**config.mk**
```make
export PLATFORM = sky130hd
export DESIGN_NAME = spi_xfer_sequencer
export DESIGN_NICKNAME = d
export VERILOG_FILES = /design/src/rtl/spi_xfer_sequencer_pkg.sv /design/src/rtl/spi_xfer_sequencer_delay_cnt.sv /design/src/rtl/spi_xfer_sequencer.sv
export SDC_FILE = /design/constraint.sdc
export NUM_CORES = 1
export LEC_CHECK = 0
export BUFFER_PORTS_ARGS = -buffer_cell sky130_fd_sc_hd__buf_2
export CORE_MARGIN = 4
export CORE_UTILIZATION = 35
export CTS_CLUSTER_DIAMETER = 100
export DETAILED_ROUTE_END_ITERATION = 12
export HOLD_SLACK_MARGIN = 0.15
export SYNTH_ARGS = -nofsm -noshare
export SYNTH_HDL_FRONTEND = slang
export SYNTH_HIERARCHICAL = 1
export SYNTH_SLANG_ARGS = --single-unit
```
**constraint.sdc**
```tcl
create_clock -name clk_i -period 2.4 [get_ports clk_i]
set_input_delay 0.48 -clock clk_i [delete_from_list [all_inputs] [get_ports clk_i]]
set_output_delay 0.48 -clock clk_i [all_outputs]
set_load 0.01 [all_outputs]
```
**src/rtl/spi_xfer_sequencer_pkg.sv**
```systemverilog
// -----------------------------------------------------------------------------
// spi_ctrl_pkg
//   Shared definitions for the SPI burst sequencer:
//     - state_t   : FSM state encoding (3-bit)
//     - DEF_*     : default timing/width constants
//     - max2()    : helper for counter width sizing
//     - ld_val()  : reload value for a "count N cycles" down-counter (N-1, floor 0)
// -----------------------------------------------------------------------------
package spi_ctrl_pkg;

    typedef enum logic [2:0] {
        ST_IDLE  = 3'd0,
        ST_SETUP = 3'd1,
        ST_FETCH = 3'd2,
        ST_SHIFT = 3'd3,
        ST_GAP   = 3'd4,
        ST_HOLD  = 3'd5
    } state_t;

    localparam int unsigned DEF_WIDTH    = 8;
    localparam int unsigned DEF_LEN_W    = 4;
    localparam int unsigned DEF_CS_SETUP = 2;
    localparam int unsigned DEF_CS_HOLD  = 2;
    localparam int unsigned DEF_GAP      = 1;
    localparam int unsigned DEF_TIMEOUT  = 64;

    function automatic int unsigned max2(input int unsigned a, input int unsigned b);
        return (a > b) ? a : b;
    endfunction

    // A down-counter loaded with N-1 reaches zero on the Nth cycle.
    function automatic int unsigned ld_val(input int unsigned n);
        return (n > 0) ? n - 1 : 0;
    endfunction

endpackage

```
**src/rtl/spi_xfer_sequencer_delay_cnt.sv**
```systemverilog
// -----------------------------------------------------------------------------
// spi_delay_cnt
//   Loadable saturating down-counter. o_done is high while the count is zero.
//   Ports:
//     i_clk       clock
//     i_rst       asynchronous active-high reset
//     i_load      load i_load_val this cycle (takes priority over decrement)
//     i_load_val  reload value
//     o_done      count == 0
// -----------------------------------------------------------------------------
module spi_delay_cnt #(
    parameter int unsigned CNT_W = 7
) (
    input  logic             i_clk,
    input  logic             i_rst,
    input  logic             i_load,
    input  logic [CNT_W-1:0] i_load_val,
    output logic             o_done
);

    logic [CNT_W-1:0] r_cnt;

    always_ff @(posedge i_clk or posedge i_rst) begin
        if (i_rst) begin
            r_cnt <= '0;
        end else if (i_load) begin
            r_cnt <= i_load_val;
        end else if (r_cnt != '0) begin
            r_cnt <= r_cnt - CNT_W'(1);
        end
    end

    assign o_done = (r_cnt == '0);

endmodule

```
**src/rtl/spi_xfer_sequencer.sv**
```systemverilog
// -----------------------------------------------------------------------------
// spi_xfer_sequencer
//   Sequences multi-byte SPI bursts through spi_top for the SPI-to-I2C bridge.
//   Frames each burst with the slave enable, honouring CS setup/hold and the
//   inter-byte gap, streams TX bytes in and captured RX bytes out, and aborts
//   a byte that never completes.
//   Ports:
//     clk_i, reset_i              clock, async active-high reset
//     cmd_valid_i/cmd_ready_o     burst command handshake (ready only in IDLE)
//     cmd_len_i                   burst length minus one
//     tx_data_i/tx_valid_i/
//       tx_ready_o                TX byte stream (ready only in FETCH)
//     rx_data_o/rx_valid_o        captured byte, one-cycle valid pulse
//     spi_enable_o                slave enable to spi_top
//     spi_tx_data_o               byte presented to spi_top
//     spi_rx_data_i/spi_done_i    byte result / completion pulse from spi_top
//     busy_o                      not IDLE
//     timeout_o                   sticky abort flag, cleared on next command
// -----------------------------------------------------------------------------
module spi_xfer_sequencer
    import spi_ctrl_pkg::*;
#(
    parameter int unsigned WIDTH    = DEF_WIDTH,
    parameter int unsigned LEN_W    = DEF_LEN_W,
    parameter int unsigned CS_SETUP = DEF_CS_SETUP,
    parameter int unsigned CS_HOLD  = DEF_CS_HOLD,
    parameter int unsigned GAP      = DEF_GAP,
    parameter int unsigned TIMEOUT  = DEF_TIMEOUT
) (
    input  logic             clk_i,
    input  logic             reset_i,
    input  logic             cmd_valid_i,
    output logic             cmd_ready_o,
    input  logic [LEN_W-1:0] cmd_len_i,
    input  logic [WIDTH-1:0] tx_data_i,
    input  logic             tx_valid_i,
    output logic             tx_ready_o,
    output logic [WIDTH-1:0] rx_data_o,
    output logic             rx_valid_o,
    output logic             spi_enable_o,
    output logic [WIDTH-1:0] spi_tx_data_o,
    input  logic [WIDTH-1:0] spi_rx_data_i,
    input  logic             spi_done_i,
    output logic             busy_o,
    output logic             timeout_o
);

    localparam int unsigned CNT_MAX = max2(max2(CS_SETUP, CS_HOLD), max2(GAP, TIMEOUT));
    localparam int unsigned CNT_W   = $clog2(CNT_MAX + 1);

    localparam logic [CNT_W-1:0] SETUP_LD   = CNT_W'(ld_val(CS_SETUP));
    localparam logic [CNT_W-1:0] HOLD_LD    = CNT_W'(ld_val(CS_HOLD));
    localparam logic [CNT_W-1:0] GAP_LD     = CNT_W'(ld_val(GAP));
    localparam logic [CNT_W-1:0] TIMEOUT_LD = CNT_W'(ld_val(TIMEOUT));

    state_t             r_state;
    logic [LEN_W-1:0]   r_remaining;
    logic [WIDTH-1:0]   r_rx_data;
    logic               r_rx_valid;
    logic               r_enable;
    logic [WIDTH-1:0]   r_tx_data;
    logic               r_timeout;

    logic               w_cnt_load;
    logic [CNT_W-1:0]   w_cnt_val;
    logic               w_cnt_done;

    // One counter serves SETUP, GAP, HOLD and the SHIFT timeout. It is
    // reloaded on the edge that enters each timed state, so the state then
    // lasts exactly (load value + 1) cycles.
    always_comb begin
        w_cnt_load = 1'b0;
        w_cnt_val  = '0;
        case (r_state)
            ST_IDLE: begin
                if (cmd_valid_i) begin
                    w_cnt_load = 1'b1;
                    w_cnt_val  = SETUP_LD;
                end
            end
            ST_FETCH: begin
                if (tx_valid_i) begin
                    w_cnt_load = 1'b1;
                    w_cnt_val  = TIMEOUT_LD;
                end
            end
            ST_SHIFT: begin
                if (spi_done_i) begin
                    if (r_remaining == '0) begin
                        w_cnt_load = 1'b1;
                        w_cnt_val  = HOLD_LD;
                    end else if (GAP > 0) begin
                        w_cnt_load = 1'b1;
                        w_cnt_val  = GAP_LD;
                    end
                end else if (w_cnt_done) begin
                    w_cnt_load = 1'b1;
                    w_cnt_val  = HOLD_LD;
                end
            end
            default: begin
                w_cnt_load = 1'b0;
                w_cnt_val  = '0;
            end
        endcase
    end

    spi_delay_cnt #(
        .CNT_W (CNT_W)
    ) u_delay_cnt (
        .i_clk      (clk_i),
        .i_rst      (reset_i),
        .i_load     (w_cnt_load),
        .i_load_val (w_cnt_val),
        .o_done     (w_cnt_done)
    );

    always_ff @(posedge clk_i or posedge reset_i) begin
        if (reset_i) begin
            r_state     <= ST_IDLE;
            r_remaining <= '0;
            r_rx_data   <= '0;
            r_rx_valid  <= 1'b0;
            r_enable    <= 1'b0;
            r_tx_data   <= '0;
            r_timeout   <= 1'b0;
        end else begin
            r_rx_valid <= 1'b0;
            case (r_state)
                ST_IDLE: begin
                    if (cmd_valid_i) begin
                        r_remaining <= cmd_len_i;
                        r_timeout   <= 1'b0;
                        r_enable    <= 1'b1;
                        r_state     <= ST_SETUP;
                    end
                end
                ST_SETUP: begin
                    if (w_cnt_done) begin
                        r_state <= ST_FETCH;
                    end
                end
                ST_FETCH: begin
                    // Underrun stalls here with enable held; no timeout.
                    if (tx_valid_i) begin
                        r_tx_data <= tx_data_i;
                        r_state   <= ST_SHIFT;
                    end
                end
                ST_SHIFT: begin
                    // A done arriving on the final timeout cycle still counts.
                    if (spi_done_i) begin
                        r_rx_data  <= spi_rx_data_i;
                        r_rx_valid <= 1'b1;
                        if (r_remaining == '0) begin
                            r_state <= ST_HOLD;
                        end else begin
                            r_remaining <= r_remaining - LEN_W'(1);
                            r_state     <= (GAP > 0) ? ST_GAP : ST_FETCH;
                        end
                    end else if (w_cnt_done) begin
                        r_timeout   <= 1'b1;
                        r_remaining <= '0;
                        r_state     <= ST_HOLD;
                    end
                end
                ST_GAP: begin
                    if (w_cnt_done) begin
                        r_state <= ST_FETCH;
                    end
                end
                ST_HOLD: begin
                    if (w_cnt_done) begin
                        r_enable <= 1'b0;
                        r_state  <= ST_IDLE;
                    end
                end
                default: begin
                    r_enable <= 1'b0;
                    r_state  <= ST_IDLE;
                end
            endcase
        end
    end

    assign cmd_ready_o   = (r_state == ST_IDLE);
    assign tx_ready_o    = (r_state == ST_FETCH);
    assign busy_o        = (r_state != ST_IDLE);
    assign rx_data_o     = r_rx_data;
    assign rx_valid_o    = r_rx_valid;
    assign spi_enable_o  = r_enable;
    assign spi_tx_data_o = r_tx_data;
    assign timeout_o     = r_timeout;

endmodule

```
==> impl_results.html <==
<table>
<tr><th>Metric</th><th>Value</th></tr>
<tr><th colspan="2">Timing</th></tr>
<tr><td>Unrepaired setup endpoints after global routing</td><td>no</td></tr>
<tr><td>Max Slew Vio Count</td><td>0</td></tr>
<tr><td>Post-route setup TNS</td><td>0 ns</td></tr>
<tr><td>Final-report hold violation count</td><td>0</td></tr>
<tr><td>Setup slack after layout</td><td>0.3313 ns</td></tr>
<tr><td>Final cycle utilization of the critical path</td><td>0.8620</td></tr>
<tr><td>Final setup violating endpoints</td><td>0</td></tr>
<tr><td>Final Skew</td><td>0.006539 ns</td></tr>
<tr><td>Highest attainable clock frequency</td><td>483.4 MHz</td></tr>
<tr><td>Fin crit period</td><td>2.069 ns</td></tr>
<tr><th colspan="2">Global routing</th></tr>
<tr><td>Antenna violations before repair</td><td>0</td></tr>
<tr><td>All-layer global routing usage</td><td>0.1317</td></tr>
<tr><td>Maximum number of pins on one net before global-route repair</td><td>24</td></tr>
<tr><td>Grt peak-use layer</td><td>met2</td></tr>
<tr><td>First-pass GRT wire length</td><td>6499 um</td></tr>
<tr><td>GR Layer Usage met3</td><td>0.04817</td></tr>
<tr><td>Global Route met2 Usage</td><td>0.2097</td></tr>
<tr><td>Via count of the first global-routing pass</td><td>1370</td></tr>
<tr><td>GRT overflow</td><td>0</td></tr>
<tr><td>Met1 Usage GRT</td><td>0.1688</td></tr>
<tr><th colspan="2">Drt</th></tr>
<tr><td>Number of violations reported at the end of detailed-routing iteration 0</td><td>71</td></tr>
<tr><td>Vias per inst</td><td>4.845</td></tr>
<tr><td>Number of search-and-repair iterations in the first detailed-routing pass</td><td>4</td></tr>
<tr><td>Antenna-violating nets left</td><td>0</td></tr>
<tr><td>Via count</td><td>1342</td></tr>
<tr><td>Final wirelength</td><td>3645 um</td></tr>
<tr><td>Post-detailed-route wirelength per cell</td><td>13.16 um</td></tr>
<tr><td>DRC</td><td>0</td></tr>
<tr><th colspan="2">Place</th></tr>
<tr><td>HPWL reported at the end of detailed placement</td><td>2750 um</td></tr>
<tr><td>Placed instance count</td><td>268</td></tr>
<tr><td>Port bufs</td><td>46</td></tr>
<tr><td>Worst setup slack after placement</td><td>0.3316 ns</td></tr>
<tr><td>Routability-driven placement congestion ratio</td><td>0.8163</td></tr>
<tr><th colspan="2">Die</th></tr>
<tr><td>Top-level port count</td><td>47</td></tr>
<tr><td>Std cell rows</td><td>25</td></tr>
<tr><td>Die Y-Extent</td><td>78.54 um</td></tr>
<tr><td>Die Outline Area</td><td>6169 um^2</td></tr>
<tr><td>Die span in x</td><td>78.54 um</td></tr>
<tr><td>Initial cell density of the core</td><td>0.3639</td></tr>
<tr><td>Placeable core region</td><td>4786 um^2</td></tr>
<tr><th colspan="2">Clock tree</th></tr>
<tr><td>CTS Buf Count</td><td>5</td></tr>
<tr><td>Worst-Skew Late Latency</td><td>0.28 ns</td></tr>
<tr><td>Post-CTS Resized</td><td>0</td></tr>
<tr><td>CTS tree</td><td>yes</td></tr>
<tr><td>CTS Buffer Depth</td><td>2</td></tr>
<tr><td>Clock-pin slew of the registers on the worst-case setup and hold paths</td><td>0.08 ns</td></tr>
<tr><td>Hold-fix buffer count after cts</td><td>1</td></tr>
<tr><td>CTS Root Buffer Type</td><td>sky130_fd_sc_hd__clkbuf_8</td></tr>
<tr><td>CTS HTree Levels</td><td>2</td></tr>
<tr><td>Post-CTS Setup Inserts</td><td>0</td></tr>
<tr><td>Number of sinks handled by clock tree synthesis</td><td>33</td></tr>
<tr><th colspan="2">Critical path</th></tr>
<tr><td>Arrival time at the worst endpoint</td><td>2.25 ns</td></tr>
<tr><td>FF-to-FF Start</td><td>u_delay_cnt/r_cnt[4]</td></tr>
<tr><td>Worst reg2reg setup slack</td><td>0.33 ns</td></tr>
<tr><td>CP startpoint</td><td>u_delay_cnt/r_cnt[4]</td></tr>
<tr><td>Top cell family by delay on the critical path</td><td>simple AND/OR/NAND/NOR gates</td></tr>
<tr><td>Max stage delay on crit path</td><td>0.59 ns</td></tr>
<tr><td>CP required</td><td>2.58 ns</td></tr>
<tr><td>Max FO, Critical Path</td><td>10</td></tr>
<tr><td>Buffers &amp; Inverters on Critical Path</td><td>0</td></tr>
<tr><td>Crit-path slowest cell</td><td>sky130_fd_sc_hd__or4_4</td></tr>
<tr><td>Worst Setup End Kind</td><td>flop</td></tr>
<tr><td>Setup crit start kind</td><td>flop</td></tr>
<tr><td>Type of the setup path with the least slack</td><td>flop to flop</td></tr>
<tr><td>Cell Chain, Critical Path</td><td>or4_4, nor2_4, nand4bb_1, a21oi_4, a2111oi_2, nand2_1, o31ai_1</td></tr>
<tr><th colspan="2">Logic synthesis</th></tr>
<tr><td>Cell types occupying the most area after synthesis</td><td>sky130_fd_sc_hd__dfrtp_1 47%, sky130_fd_sc_hd__mux2_2 10%, sky130_fd_sc_hd__inv_1 3.0%</td></tr>
<tr><td>Share of the yosys chip area belonging to registers</td><td>0.4741</td></tr>
<tr><td>Cell taking the most area after synthesis</td><td>sky130_fd_sc_hd__dfrtp_1</td></tr>
<tr><td>Synth unique cells</td><td>52</td></tr>
<tr><td>Mean Syn Cell Area</td><td>11.24 um^2</td></tr>
<tr><td>Share of Yosys cell area claimed by the top area cell type</td><td>0.4741</td></tr>
<tr><td>Register bit count reported by yosys</td><td>33</td></tr>
<tr><td>Net count of the mapped netlist</td><td>183</td></tr>
<tr><td>Number of enable flip-flop cells after synthesis</td><td>0</td></tr>
<tr><td>Mapped Area</td><td>1742 um^2</td></tr>
<tr><td>Primary flip-flop cell chosen by synthesis mapping</td><td>sky130_fd_sc_hd__dfrtp_1</td></tr>
<tr><td>Count leader, synth</td><td>sky130_fd_sc_hd__dfrtp_1</td></tr>
<tr><td>Async set-reset flop share out of synthesis</td><td>1.000</td></tr>
<tr><td>Synth cell count leaders</td><td>33 x sky130_fd_sc_hd__dfrtp_1, 16 x sky130_fd_sc_hd__mux2_2, 14 x sky130_fd_sc_hd__inv_1</td></tr>
<tr><td>Number of instances in the synthesized netlist</td><td>155</td></tr>
<tr><td>Total number of yosys warnings</td><td>6</td></tr>
<tr><th colspan="2">Power</th></tr>
<tr><td>Switching power</td><td>1.095 mW</td></tr>
<tr><td>Power per cell area</td><td>1309 nW/um^2</td></tr>
<tr><td>Share of power burned in the clock network</td><td>0.183</td></tr>
<tr><td>Pint</td><td>1.769 mW</td></tr>
<tr><td>Combinational share of power</td><td>0.461</td></tr>
<tr><td>Final Total Pwr</td><td>2.864 mW</td></tr>
<tr><td>Pleak</td><td>1.049 nW</td></tr>
<tr><td>Sequential share of power</td><td>0.356</td></tr>
<tr><td>Max VDD drop</td><td>0.7262 mV</td></tr>
<tr><td>Switching Share</td><td>0.3824</td></tr>
<tr><th colspan="2">Finish</th></tr>
<tr><td>Nets</td><td>237</td></tr>
<tr><td>Final standard cell utilization of the core</td><td>0.4573</td></tr>
<tr><td>Fraction of final layout cells with drive strength greater than 1</td><td>0.4190</td></tr>
<tr><td>Layout Cells excl Fill</td><td>277</td></tr>
<tr><td>Antenna diode count</td><td>0</td></tr>
<tr><td>Area added between synthesis and finish</td><td>25.65%</td></tr>
<tr><th colspan="2">Min path</th></tr>
<tr><td>Class of the tightest hold or removal check</td><td>primary input to flop</td></tr>
<tr><td>Launch instance of the worst min-delay path</td><td>spi_rx_data_i[2]</td></tr>
<tr><th colspan="2">Job</th></tr>
<tr><td>Max-cap viol count</td><td>0</td></tr>
<tr><th colspan="2">Outcome</th></tr>
<tr><td>Run status</td><td>finished clean</td></tr>
</table>
-- state kept, by name (all words and copies together) (netlist names) --
register / count
r_remaining: 4
spi_enable_o: 1
r_state: 3
u_delay_cnt/r_cnt: 7
rx_data_o: 8
timeout_o: 1
spi_tx_data_o: 8
rx_valid_o: 1
-- power by group through the flow --
stage | logic [mW] | registers (mW) | clock network [mW]
after floorplan | 0.942 | 1.02 | 0
after global placement | 1.33 | 1.02 | 0
after detailed placement | 1.34 | 1.02 | 0
after CTS | 1.34 | 1.02 | 0.548
after global routing | 1.48 | 1.07 | 0.571
final | 1.32 | 1.02 | 0.525
-- worst register-to-register path, stage by stage, from the launching register on --
cell and delay (ns):
sky130_fd_sc_hd__dfrtp_1 0.44, sky130_fd_sc_hd__or4_4 0.59, sky130_fd_sc_hd__nor2_4 0.23, sky130_fd_sc_hd__nand4bb_1 0.21, sky130_fd_sc_hd__a21oi_4 0.09, sky130_fd_sc_hd__a2111oi_2 0.26, sky130_fd_sc_hd__nand2_1 0.10, sky130_fd_sc_hd__o31ai_1 0.07
-- routing by layer --
metal | wire length, um | part of all wire | vias to the layer above
met5 | 0 | 0 | -
met4 | 22 | 0.0060 | 0
met3 | 248 | 0.068 | 2
met2 | 1718 | 0.47 | 35
met1 | 1656 | 0.45 | 636
li1 | - | - | 669
-- cell families after synthesis --
family | share of synthesized area
AOI/OAI and AO/OA | 0.1688
xor gates and xnor gates | 0.01006
adders and majority gates | 0.02155
buffers and inverters | 0.05172
DFF | 0.4741
muxes | 0.1149
other | 0.002153
and+or+nand+nor | 0.1566
-- through the flow --
step	hold WS, ns	cell area (um^2)
2_1_floorplan	0.2834	1742
6_report	0.4267	2188
3_3_place_gp	0.3976	2063
3_5_place_dp	0.3964	2063
5_1_grt	0.4131	2188
4_1_cts	0.4120	2188
-- path summary, 6_finish.rpt --
| path | to | depth (start not counted) |
|---|---|---|
| min in group asynchronous | r_state[1] | 3 |
| setup / recovery | u_delay_cnt/r_cnt[0] | 7 |
| hold / removal | rx_data_o[2] | 2 |
| max in group asynchronous | r_remaining[3] | 4 |
| setup reg to reg | u_delay_cnt/r_cnt[0] | 7 |
| hold reg to reg | rx_data_o[5] | 1 |
-- placed cells by master, fill, tap and decap left out, drive strengths merged, types with 2 or more instances in the layout --
master  count
or4         3
nor3        5
o31ai       7
buf        52
mux2i       2
nor2b       2
clkbuf      5
nand3b      2
o21ai      10
ha          3
nor3b       2
mux2       16
nor2        4
dfrtp      33
xnor2       2
nand2       7
nor4        2
inv        14
a21oi       9
nand3       2
nand2b      3
-- area by class of cell --
class,count,area [um^2]
Clock buffer,5,68.82
Clock inverter,3,46.29
Fill cell,433,2597
Inverter,14,52.55
Multi-Input combinational cell,102,825.8
Sequential cell,33,825.8
Tap cell,67,83.83
Timing Repair Buffer,53,285.3
Power figures use the tool's default switching activity.
